--- src/rtl/cpu_types_pkg.sv ---
// Shared CPU-side types for the memory arbiter: RAM status encoding,
// data word, and arbiter FSM states.
package cpu_types_pkg;

    typedef enum logic [1:0] {
        FREE   = 2'd0,
        BUSY   = 2'd1,
        ACCESS = 2'd2,
        ERROR  = 2'd3
    } ramstate_t;

    typedef logic [31:0] word_t;

    typedef enum logic [1:0] {
        IDLE   = 2'd0,
        DGRANT = 2'd1,
        IGRANT = 2'd2
    } arb_state_t;

    localparam logic [1:0] FAIR_LIMIT = 2'd3;

endpackage

--- src/rtl/mem_arbiter.sv ---
// Single-port RAM arbiter between an icache and a dcache.
// The dcache has priority; with ARB_FAIR_EN defined, the icache is
// granted after three consecutive dcache completions that starved it.
module mem_arbiter
    import cpu_types_pkg::*;
(
    input  logic       CLK,
    input  logic       RST,
    input  logic       iREN,
    input  word_t      iaddr,
    output logic       iwait,
    output word_t      iload,
    input  logic       dREN,
    input  logic       dWEN,
    input  word_t      daddr,
    input  word_t      dstore,
    output logic       dwait,
    output word_t      dload,
    output logic       ramREN,
    output logic       ramWEN,
    output word_t      ramaddr,
    output word_t      ramstore,
    input  word_t      ramload,
    input  logic [1:0] ramstate
);

    arb_state_t state, next_state;
    ramstate_t  rs;
    logic       dreq;
    logic       dcomplete;
    logic       icomplete;
    logic       i_turn;

    assign rs   = ramstate_t'(ramstate);
    assign dreq = dREN | dWEN;

`ifdef ARB_FAIR_EN
    logic [1:0] fair_cnt;

    // Count dcache completions that left the icache waiting; icache service clears it.
    always_ff @(posedge CLK) begin
        if (RST) begin
            fair_cnt <= 2'd0;
        end else if (icomplete) begin
            fair_cnt <= 2'd0;
        end else if (dcomplete) begin
            if (!iREN)
                fair_cnt <= 2'd0;
            else if (fair_cnt != FAIR_LIMIT)
                fair_cnt <= fair_cnt + 2'd1;
        end
    end

    assign i_turn = (fair_cnt == FAIR_LIMIT) && iREN;
`else
    assign i_turn = 1'b0;
`endif

    // Arbiter state register.
    // NOTE: sequential state uses <= so every flop samples pre-edge values.
    always_ff @(posedge CLK) begin
        if (RST)
            state <= IDLE;
        else
            state <= next_state;
    end

    // Next-state selection and RAM/cache side outputs for the current grant.
    // NOTE: every output gets a default first so no path infers a latch.
    always_comb begin
        next_state = state;
        ramREN     = 1'b0;
        ramWEN     = 1'b0;
        ramaddr    = '0;
        ramstore   = '0;
        iwait      = 1'b1;
        dwait      = 1'b1;
        iload      = '0;
        dload      = '0;
        dcomplete  = 1'b0;
        icomplete  = 1'b0;

        case (state)
            IDLE: begin
                if (dreq && !i_turn)
                    next_state = DGRANT;
                else if (iREN)
                    next_state = IGRANT;
            end

            DGRANT: begin
                ramaddr  = daddr;
                ramstore = dstore;
                ramWEN   = dWEN;
                ramREN   = dREN & ~dWEN;
                if (!dreq) begin
                    next_state = IDLE;
                end else if (rs == ACCESS) begin
                    dwait      = 1'b0;
                    dload      = dWEN ? '0 : ramload;
                    dcomplete  = 1'b1;
                    next_state = IDLE;
                end else if (rs == ERROR) begin
                    next_state = IDLE;
                end
            end

            IGRANT: begin
                ramaddr = iaddr;
                ramREN  = 1'b1;
                if (!iREN) begin
                    next_state = IDLE;
                end else if (rs == ACCESS) begin
                    iwait      = 1'b0;
                    iload      = ramload;
                    icomplete  = 1'b1;
                    next_state = IDLE;
                end else if (rs == ERROR) begin
                    next_state = IDLE;
                end
            end

            default: next_state = IDLE;
        endcase
    end

endmodule

--- config.mk ---
export PLATFORM = sky130hd
export DESIGN_NAME = mem_arbiter
export DESIGN_NICKNAME = d
export VERILOG_FILES = /design/src/rtl/cpu_types_pkg.sv /design/src/rtl/mem_arbiter.sv
export SDC_FILE = /design/constraint.sdc
export NUM_CORES = 1
export LEC_CHECK = 0
export CAP_MARGIN = 20
export CORE_AREA = 2 2 105 107
export DETAILED_ROUTE_END_ITERATION = 8
export DIE_AREA = 0 0 107 109
export PLACE_DENSITY = 0.63
export REMOVE_ABC_BUFFERS = 1
export SKIP_CTS_REPAIR_TIMING = 1
export SYNTH_ARGS = -nofsm -noshare
export SYNTH_HDL_FRONTEND = slang
export SYNTH_SLANG_ARGS = --single-unit
--- constraint.sdc ---
create_clock -name CLK -period 2.25 [get_ports CLK]
set_input_delay 0.45 -clock CLK [delete_from_list [all_inputs] [get_ports CLK]]
set_output_delay 0.45 -clock CLK [all_outputs]
set_load 0.01 [all_outputs]
After elaboration in Yosys (flattened, before gate mapping). Index checks and enable logic that the tools add are counted.

Eq/ne operators: 5. Bitwise logic cells: 3. Reduce and logical (&&, ||, !) cells: 1. Mux-type cells: 23.

Operators by type and width (count): two-way mux 32 bit (8); case mux 32 bit (2 select lines) (1); two-way mux 2 bit (6); equality test 2 bit (second input constant) (3); two-way mux 1 bit (6); case mux 2 bit (3 select lines) (1); != test 3 bit (second input constant) (1); equality test 2 x 1 -> 1 bit (second input constant) (1); zero test 2 bit (1); case mux 1 bit (2 select lines) (1); bitwise AND 1 bit (1); inverter 1 bit (1); bitwise OR 1 bit (1).

Register bits: 2. Word-level logic and storage cells: 33. Output and inout port bits: 132.

Depth between registers and ports, before layout. Gate-level depths: netlist of the first run.

Depth after elaboration: 5. Gate-level depth with buffers: 6. Mapped depth without buffers: 5.

Worst setup path after synthesis of the first run. Ideal clock, no wire load.

Path kind: reg2out. Start: reg state[0]. End: out iload[22]. Required time: 1.800 ns. Data arrival time: 1.233 ns. Path slack: 0.567 ns. Cell stages (with the launch flop): 7. Path buffers: 2. Cell sequence: dfxtp_1 -> inv_1 -> ha_1 -> buf_2 -> and2_4 -> clkbuf_2 -> and3_1.

Cells in the longest elaborated chain, start to end: 2.

Ends and longest elaborated chain: from (decl) (RTL line mem_arbiter.sv:27) `arb_state_t state, next_state;`; from (signal assigned) (RTL line mem_arbiter.sv:65) `state <= next_state;`; equality test 2 bit (RTL line mem_arbiter.sv:83) `case (state)`; two-way mux 32 bit (RTL line mem_arbiter.sv:83); to (decl) (RTL line mem_arbiter.sv:12) `output word_t iload,`.

No other way between the ends.

Worst setup path in the final report of the first run.
Start: in ramstate[1]. End: out dload[29].

Cells in the longest elaborated chain, start to end: 4.

Ends and longest elaborated chain: from (decl) (RTL line mem_arbiter.sv:24) `input logic [1:0] ramstate`; equality test 2 bit (RTL line mem_arbiter.sv:98) `end else if (rs == ACCESS) begin`; two-way mux 32 bit (RTL line mem_arbiter.sv:98); two-way mux 32 bit (RTL line mem_arbiter.sv:96) `if (!dreq) begin`; two-way mux 32 bit (RTL line mem_arbiter.sv:83); to (decl) (RTL line mem_arbiter.sv:18) `output word_t dload,`.

No other way between the ends.

==> results.py, run 1 <==
metrics = {
    "run_status": {
        "run_status": "finished, final reports clean",
    },
    "floorplan": {
        "rows": 38,
        "dieArea_sq_um": 11700,
        "die_width_um": 107,
        "die_h_um": 109,
        "ios": 267,
        "core_region_area_sq_um": 10600,
        "initial_core_util": 0.133,
    },
    "placed_design": {
        "numPortBuffers": 266,
        "gp_congestion": 0.754,
        "pre_cts_ws_ps": -285,
        "dpl.cell_count": 606,
        "placed_cell_area_sq_um": 4250,
        "detailed_place_hpwl_um": 7170,
    },
    "clock_network": {
        "h-tree-depth": 1,
        "path_clk_slew_ps": 30,
        "cts_tree": "done",
        "clockBufferDepth": 2,
        "clock_sinks": 2,
        "cts_buffers": 3,
        "clock_latency_ps": 220,
        "cts-root-buf": "clkbuf_8",
    },
    "logic_synthesis": {
        "yosys.area.top_type_share": 0.284,
        "ys_warn_count": 0,
        "synth_cell_type_count": 26,
        "ys_seq_area_frac": 0.0284,
        "yosysTopAreaCell": "and3_1",
        "synthesis.area_sq_um": 1410,
        "yosys-top-cells-area": "and3_1 (28%), a22oi_1 (17%), and2_1 (15%)",
        "synth_seq_cells": 2,
        "syn_inst": 218,
        "avgSynthCellArea_sq_um": 6.46,
    },
    "routing": {
        "drc": 0,
        "via_per_inst": 4.47,
        "routedWlPerCell_um": 17.6,
        "drtAntennaViolNets": 0,
        "vias": 2816,
        "drt_iter0_markers": 99,
        "dr.pass1.iters": 4,
        "wirelength_um": 11100,
    },
    "pwr": {
        "internal_power_uw": 687,
        "powerDensity_nw_per_um2": 213,
        "ir_drop_uv": 159,
        "power.leakage_nw": 4.08,
        "swShare": 0.345,
        "p_switching_uw": 362,
        "p_comb_frac": 0.813,
        "p_total_mw": 1.05,
        "power_frac_clock": 0.144,
        "seqPwrFrac": 0.043,
    },
    "grt": {
        "gr-total-overflow": 0,
        "antenna_found_initial": 0,
        "grt_pass1_vias": 2557,
        "grt_use_total": 0.139,
        "grt_first_pass_wirelength_um": 13100,
        "grt_max_degree": 67,
    },
    "setup_path": {
        "worstPathMaxFanout": 8,
        "slowest_delay_ps": 480,
        "path_cells": "clkdlybuf4s50_1, and2b_4, buf_4, buf_6, and3_1, dlymetal6s2s_1",
        "rr_worst_depth": 8,
        "worstPathArrival_ps": 1750,
        "setup.worst_path.class": "input port to output pin",
        "critPathLaunchType": "input port",
        "endpoint_kind": "output pin",
        "cp_slowest_cell": "clkdlybuf4s50_1",
        "worstReg2RegStart": "state[1]$_SDFFE_PP0P_",
        "crit_path_start": "ramstate[1]",
        "crit_required_ps": 1800,
    },
    "sta": {
        "worst_slack_ps": 46.2,
        "final-setup-viol-count": 0,
        "hold_ws_ps": 542,
        "finalMaxSlewViolations": 0,
        "slew_headroom": 0.831,
        "min_period_over_period": 0.979,
        "post-route-min-period_ps": 2200,
        "hold_viol_final": 0,
        "skew_ps": 4.29,
        "timing.fmax_ghz": 0.454,
        "tightestPinTransition_ps": 253,
    },
    "final_layout": {
        "drive_gt1_frac": 0.114,
        "diodes": 0,
        "mostFrequentLayoutCell": "clkdlybuf4s50_1",
        "final_cell_mix": "clkdlybuf4s50_1 (133), dlymetal6s2s_1 (125), and3_1 (64)",
        "stdcell_count": 630,
        "largest_reg_flops": 2,
        "nets": 631,
        "area_growth_pct": 250,
        "top_register": "state",
        "largestRegisters": "state: 2 flops",
        "fin_area_sq_um": 4930,
    },
    "hold_path": {
        "min_from": "state[1]$_SDFFE_PP0P_",
        "min_path_cells": 2,
        "hold_path.class": "flop to flop",
    },
    "flow_run": {
        "drv_cap": 0,
    },
}
## power by group through the flow
stage | Combinational, mW | Sequential (mW) | Clock [mW]
after CTS | 0.740 | 0.0428 | 0.156
after detailed placement | 0.737 | 0.0430 | 0
after floorplan | 0.237 | 0.0418 | 0
final | 0.853 | 0.0453 | 0.151
after global routing | 0.910 | 0.0461 | 0.160
after global placement | 0.728 | 0.0429 | 0
## stage by stage
step,setup TNS [ps],utilization
finish,0,0.465
global route,-7.65,0.465
CTS,-23720,0.405
detailed placement,-16390,0.401
global placement,-15220,0.401
floorplan,-18060,-
## final timing paths
kind | slack [ps] | endpoint
setup / recovery | 50 | dload[29]
hold / removal | 540 | state[1]$_SDFFE_PP0P_
setup reg to reg | 740 | state[0]$_SDFFE_PP0P_
hold reg to reg | 540 | state[1]$_SDFFE_PP0P_
## Yosys cell counts
cell and number:
nor2b_1 33, or2_2 1, o21ai_0 1, o21a_1 2, nand3_1 2, inv_1 3
and3_1 64, nor2_2 1, buf_1 2, a21oi_1 1, dfxtp_1 2, nand2_1 4
buf_4 2, clkbuf_1 8, clkbuf_2 4, buf_2 11, o211ai_1 1, and2b_1 1
a211oi_1 1, a221oi_2 1, o21ai_2 1, and2_1 33, ha_1 4, nor2_1 2
and2_4 1, a22oi_1 32
## layout make-up
type	instances	area (sq um)
fillers	1029	5670
multi-input cells	187	1290
flip-flops and latches	2	45.0
clock buffers	3	41.3
repair buffers	295	3370
inverters	3	13.8
well taps	140	175
## routing by layer
metal / vias to the layer above / wire length (um) / global-route usage
met5: - / 0 / 0
met4: 0 / 192 / 0.0232
met3: 18 / 1070 / 0.0472
met2: 165 / 5870 / 0.272
met1: 1312 / 3960 / 0.145
li1: 1321 / - / -
## cell families after synthesis
kind of cell	Yosys count	synth area share
DFF	2	0.0284
adders and majority gates	4	0.0356
and+or+nand+nor	142	0.621
AOI/OAI and AO/OA	40	0.216
buffers and inverters	30	0.0987
## critical path: cells and delay by family
kind,cells,cell delay (ps)
buf+inv,4,900
simple gates,2,400
Note: power is estimated with default switching activity, not from simulation.
==> inputs of run 2 (changes only) <==
--- a/config.mk
+++ b/config.mk
@@ -6,10 +6,10 @@
 export NUM_CORES = 1
 export LEC_CHECK = 0
 export CAP_MARGIN = 20
-export CORE_AREA = 2 2 105 107
+export CORE_AREA = 2 2 103 105
 export DETAILED_ROUTE_END_ITERATION = 8
-export DIE_AREA = 0 0 107 109
-export PLACE_DENSITY = 0.63
+export DIE_AREA = 0 0 105 107
+export PLACE_DENSITY = 0.68
 export REMOVE_ABC_BUFFERS = 1
 export SKIP_CTS_REPAIR_TIMING = 1
 export SYNTH_ARGS = -nofsm -noshare
==> constraint.sdc (replaced) <==
create_clock -name CLK -period 1.8 [get_ports CLK]
set_input_delay 0.36 -clock CLK [delete_from_list [all_inputs] [get_ports CLK]]
set_output_delay 0.36 -clock CLK [all_outputs]
set_load 0.01 [all_outputs]
==> run 2 against run 1 <==
  * The flow now finishes with violations (negative setup slack)
  * Via count is 4.2% higher
  * Combinational power is 48% higher
  * Clock power is 16% higher
  * Critical path depth is 2 higher
  * Utilization is 3.4 points higher
  * Highest routed layer unchanged
==> results.py, run 2 (synthesized netlist as in run 1, its figures left out) <==
metrics = {
    "run_status": {
        "run_status": "complete, but fails checks",
        "failed_checks": "negative setup slack",
    },
    "flow_run": {
        "drv_cap": 0,
    },
    "routing": {
        "vias": 2934,
        "via_per_inst": 4.47,
        "wirelength_um": 12500,
        "routedWlPerCell_um": 19.0,
        "drtAntennaViolNets": 0,
        "drt_iter0_markers": 110,
        "drc": 0,
        "dr.pass1.iters": 4,
    },
    "floorplan": {
        "ios": 267,
        "rows": 37,
        "die_h_um": 107,
        "initial_core_util": 0.139,
        "core_region_area_sq_um": 10100,
        "dieArea_sq_um": 11200,
        "die_width_um": 105,
    },
    "pwr": {
        "seqPwrFrac": 0.037,
        "internal_power_uw": 975,
        "ir_drop_uv": 130,
        "p_comb_frac": 0.845,
        "powerDensity_nw_per_um2": 295,
        "swShare": 0.344,
        "power.leakage_nw": 2.69,
        "p_switching_uw": 511,
        "p_total_mw": 1.49,
        "power_frac_clock": 0.118,
    },
    "clock_network": {
        "h-tree-depth": 1,
        "clockBufferDepth": 2,
        "cts-root-buf": "clkbuf_8",
        "clock_latency_ps": 210,
        "clock_sinks": 2,
        "path_clk_slew_ps": 30,
        "cts_tree": "done",
        "cts_buffers": 3,
    },
    "final_layout": {
        "largest_reg_flops": 2,
        "top_register": "state",
        "nets": 661,
        "final_cell_mix": "clkdlybuf4s50_1 (130), buf_6 (52), buf_2 (48)",
        "multi_input_area_sq_um": 1600,
        "mostFrequentLayoutCell": "clkdlybuf4s50_1",
        "fin_util": 0.499,
        "drive_gt1_frac": 0.471,
        "diodes": 0,
        "regArea_sq_um": 47.5,
        "largestRegisters": "state: 2 flops",
        "nFillCells": 978,
        "area_growth_pct": 258,
    },
    "setup_path": {
        "crit_required_ps": 1440,
        "setup.worst_path.class": "flop to output pin",
        "worstPathMaxFanout": 5,
        "worstPathArrival_ps": 1660,
        "critPathLaunchType": "flop",
        "endpoint_kind": "output pin",
    },
    "sta": {
        "hold_viol_final": 0,
        "finalMaxSlewViolations": 0,
        "tightestPinTransition_ps": 281,
        "skew_ps": 4.04,
        "min_period_over_period": 1.12,
        "timing.fmax_ghz": 0.495,
        "post-route-min-period_ps": 2020,
        "fin_setup_tns_ps": -8960,
        "slew_headroom": 0.813,
        "worst_slack_ps": -220,
        "final-setup-viol-count": 91,
        "rsz0062_at_grt": "yes",
    },
    "grt": {
        "grt_first_pass_wirelength_um": 14600,
        "grt_max_degree": 53,
        "gr-total-overflow": 0,
        "antenna_found_initial": 0,
        "grt_pass1_vias": 2716,
        "grt_use_total": 0.161,
    },
    "placed_design": {
        "gp_congestion": 0.818,
        "detailed_place_hpwl_um": 8260,
        "numPortBuffers": 266,
    },
    "hold_path": {
        "hold_path.class": "input port to flop",
    },
}
[run 2: changes by cell type in the layout (fill, tap and decap cells not counted), moves of 15 or more]
cell            previous run  this run
a22oi_2                    1        16
and3_4                     0        22
buf_6                      2        52
and3_1                    64        42
a22oi_1                   31        16
buf_2                      1        48
dlymetal6s2s_1           125        27
[run 2: power by group through the flow]
stage	clock (mW)	combinational (mW)	sequential, mW
after floorplan	0	0.296	0.0522
after global placement	0	1.00	0.0520
after detailed placement	0	1.01	0.0524
after CTS	0.178	1.01	0.0520
after global routing	0.189	1.33	0.0558
final	0.175	1.26	0.0555
[run 2: per-layer routing]
| layer | GRT usage | vias to the layer above | wire, um |
|---|---|---|---|
| met5 | 0 | - | 0 |
| met4 | 0.0410 | 0 | 279 |
| met3 | 0.0590 | 14 | 1010 |
| met2 | 0.303 | 179 | 6580 |
| li1 | - | 1380 | - |
| met1 | 0.170 | 1361 | 4620 |
[run 2: through the flow]
stage	hold slack, ps	cell area [sq um]	setup slack (ps)	cells
floorplan	426	1280	-902	191
global placement	616	4380	-539	615
detailed placement	638	4380	-546	615
CTS	640	4420	-589	618
global route	663	5040	-283	656
finish	627	5040	-220	656
[run 2: area by class of cell]
cell class / count / share of cell area
Timing Repair Buffer: 321 / 0.627
Multi-Input combinational cell: 191 / 0.318
Inverter: 3 / 0.00323
Clock buffer: 3 / 0.00819
Tap cell: 136 / 0.0338
Sequential cell: 2 / 0.00944
[run 2: worst max-delay path, stage by stage, from the launching register on]
cell and delay (ps):
dfxtp_4 340, inv_4 60, ha_4 180, nand2_4 60, nor2_4 220, buf_4 160
clkbuf_16 130, and3_1 150, clkbuf_2 140
[run 2: path summary, 6_finish.rpt]
path | startpoint | endpoint | slack, ps | cells past startpoint
setup / recovery | state[1]$_SDFFE_PP0P_ | dload[18] | -220 | 8
hold reg to reg | state[1]$_SDFFE_PP0P_ | state[1]$_SDFFE_PP0P_ | 680 | 4
hold / removal | ramstate[1] | state[1]$_SDFFE_PP0P_ | 630 | 5
setup reg to reg | state[1]$_SDFFE_PP0P_ | state[0]$_SDFFE_PP0P_ | 320 | 8
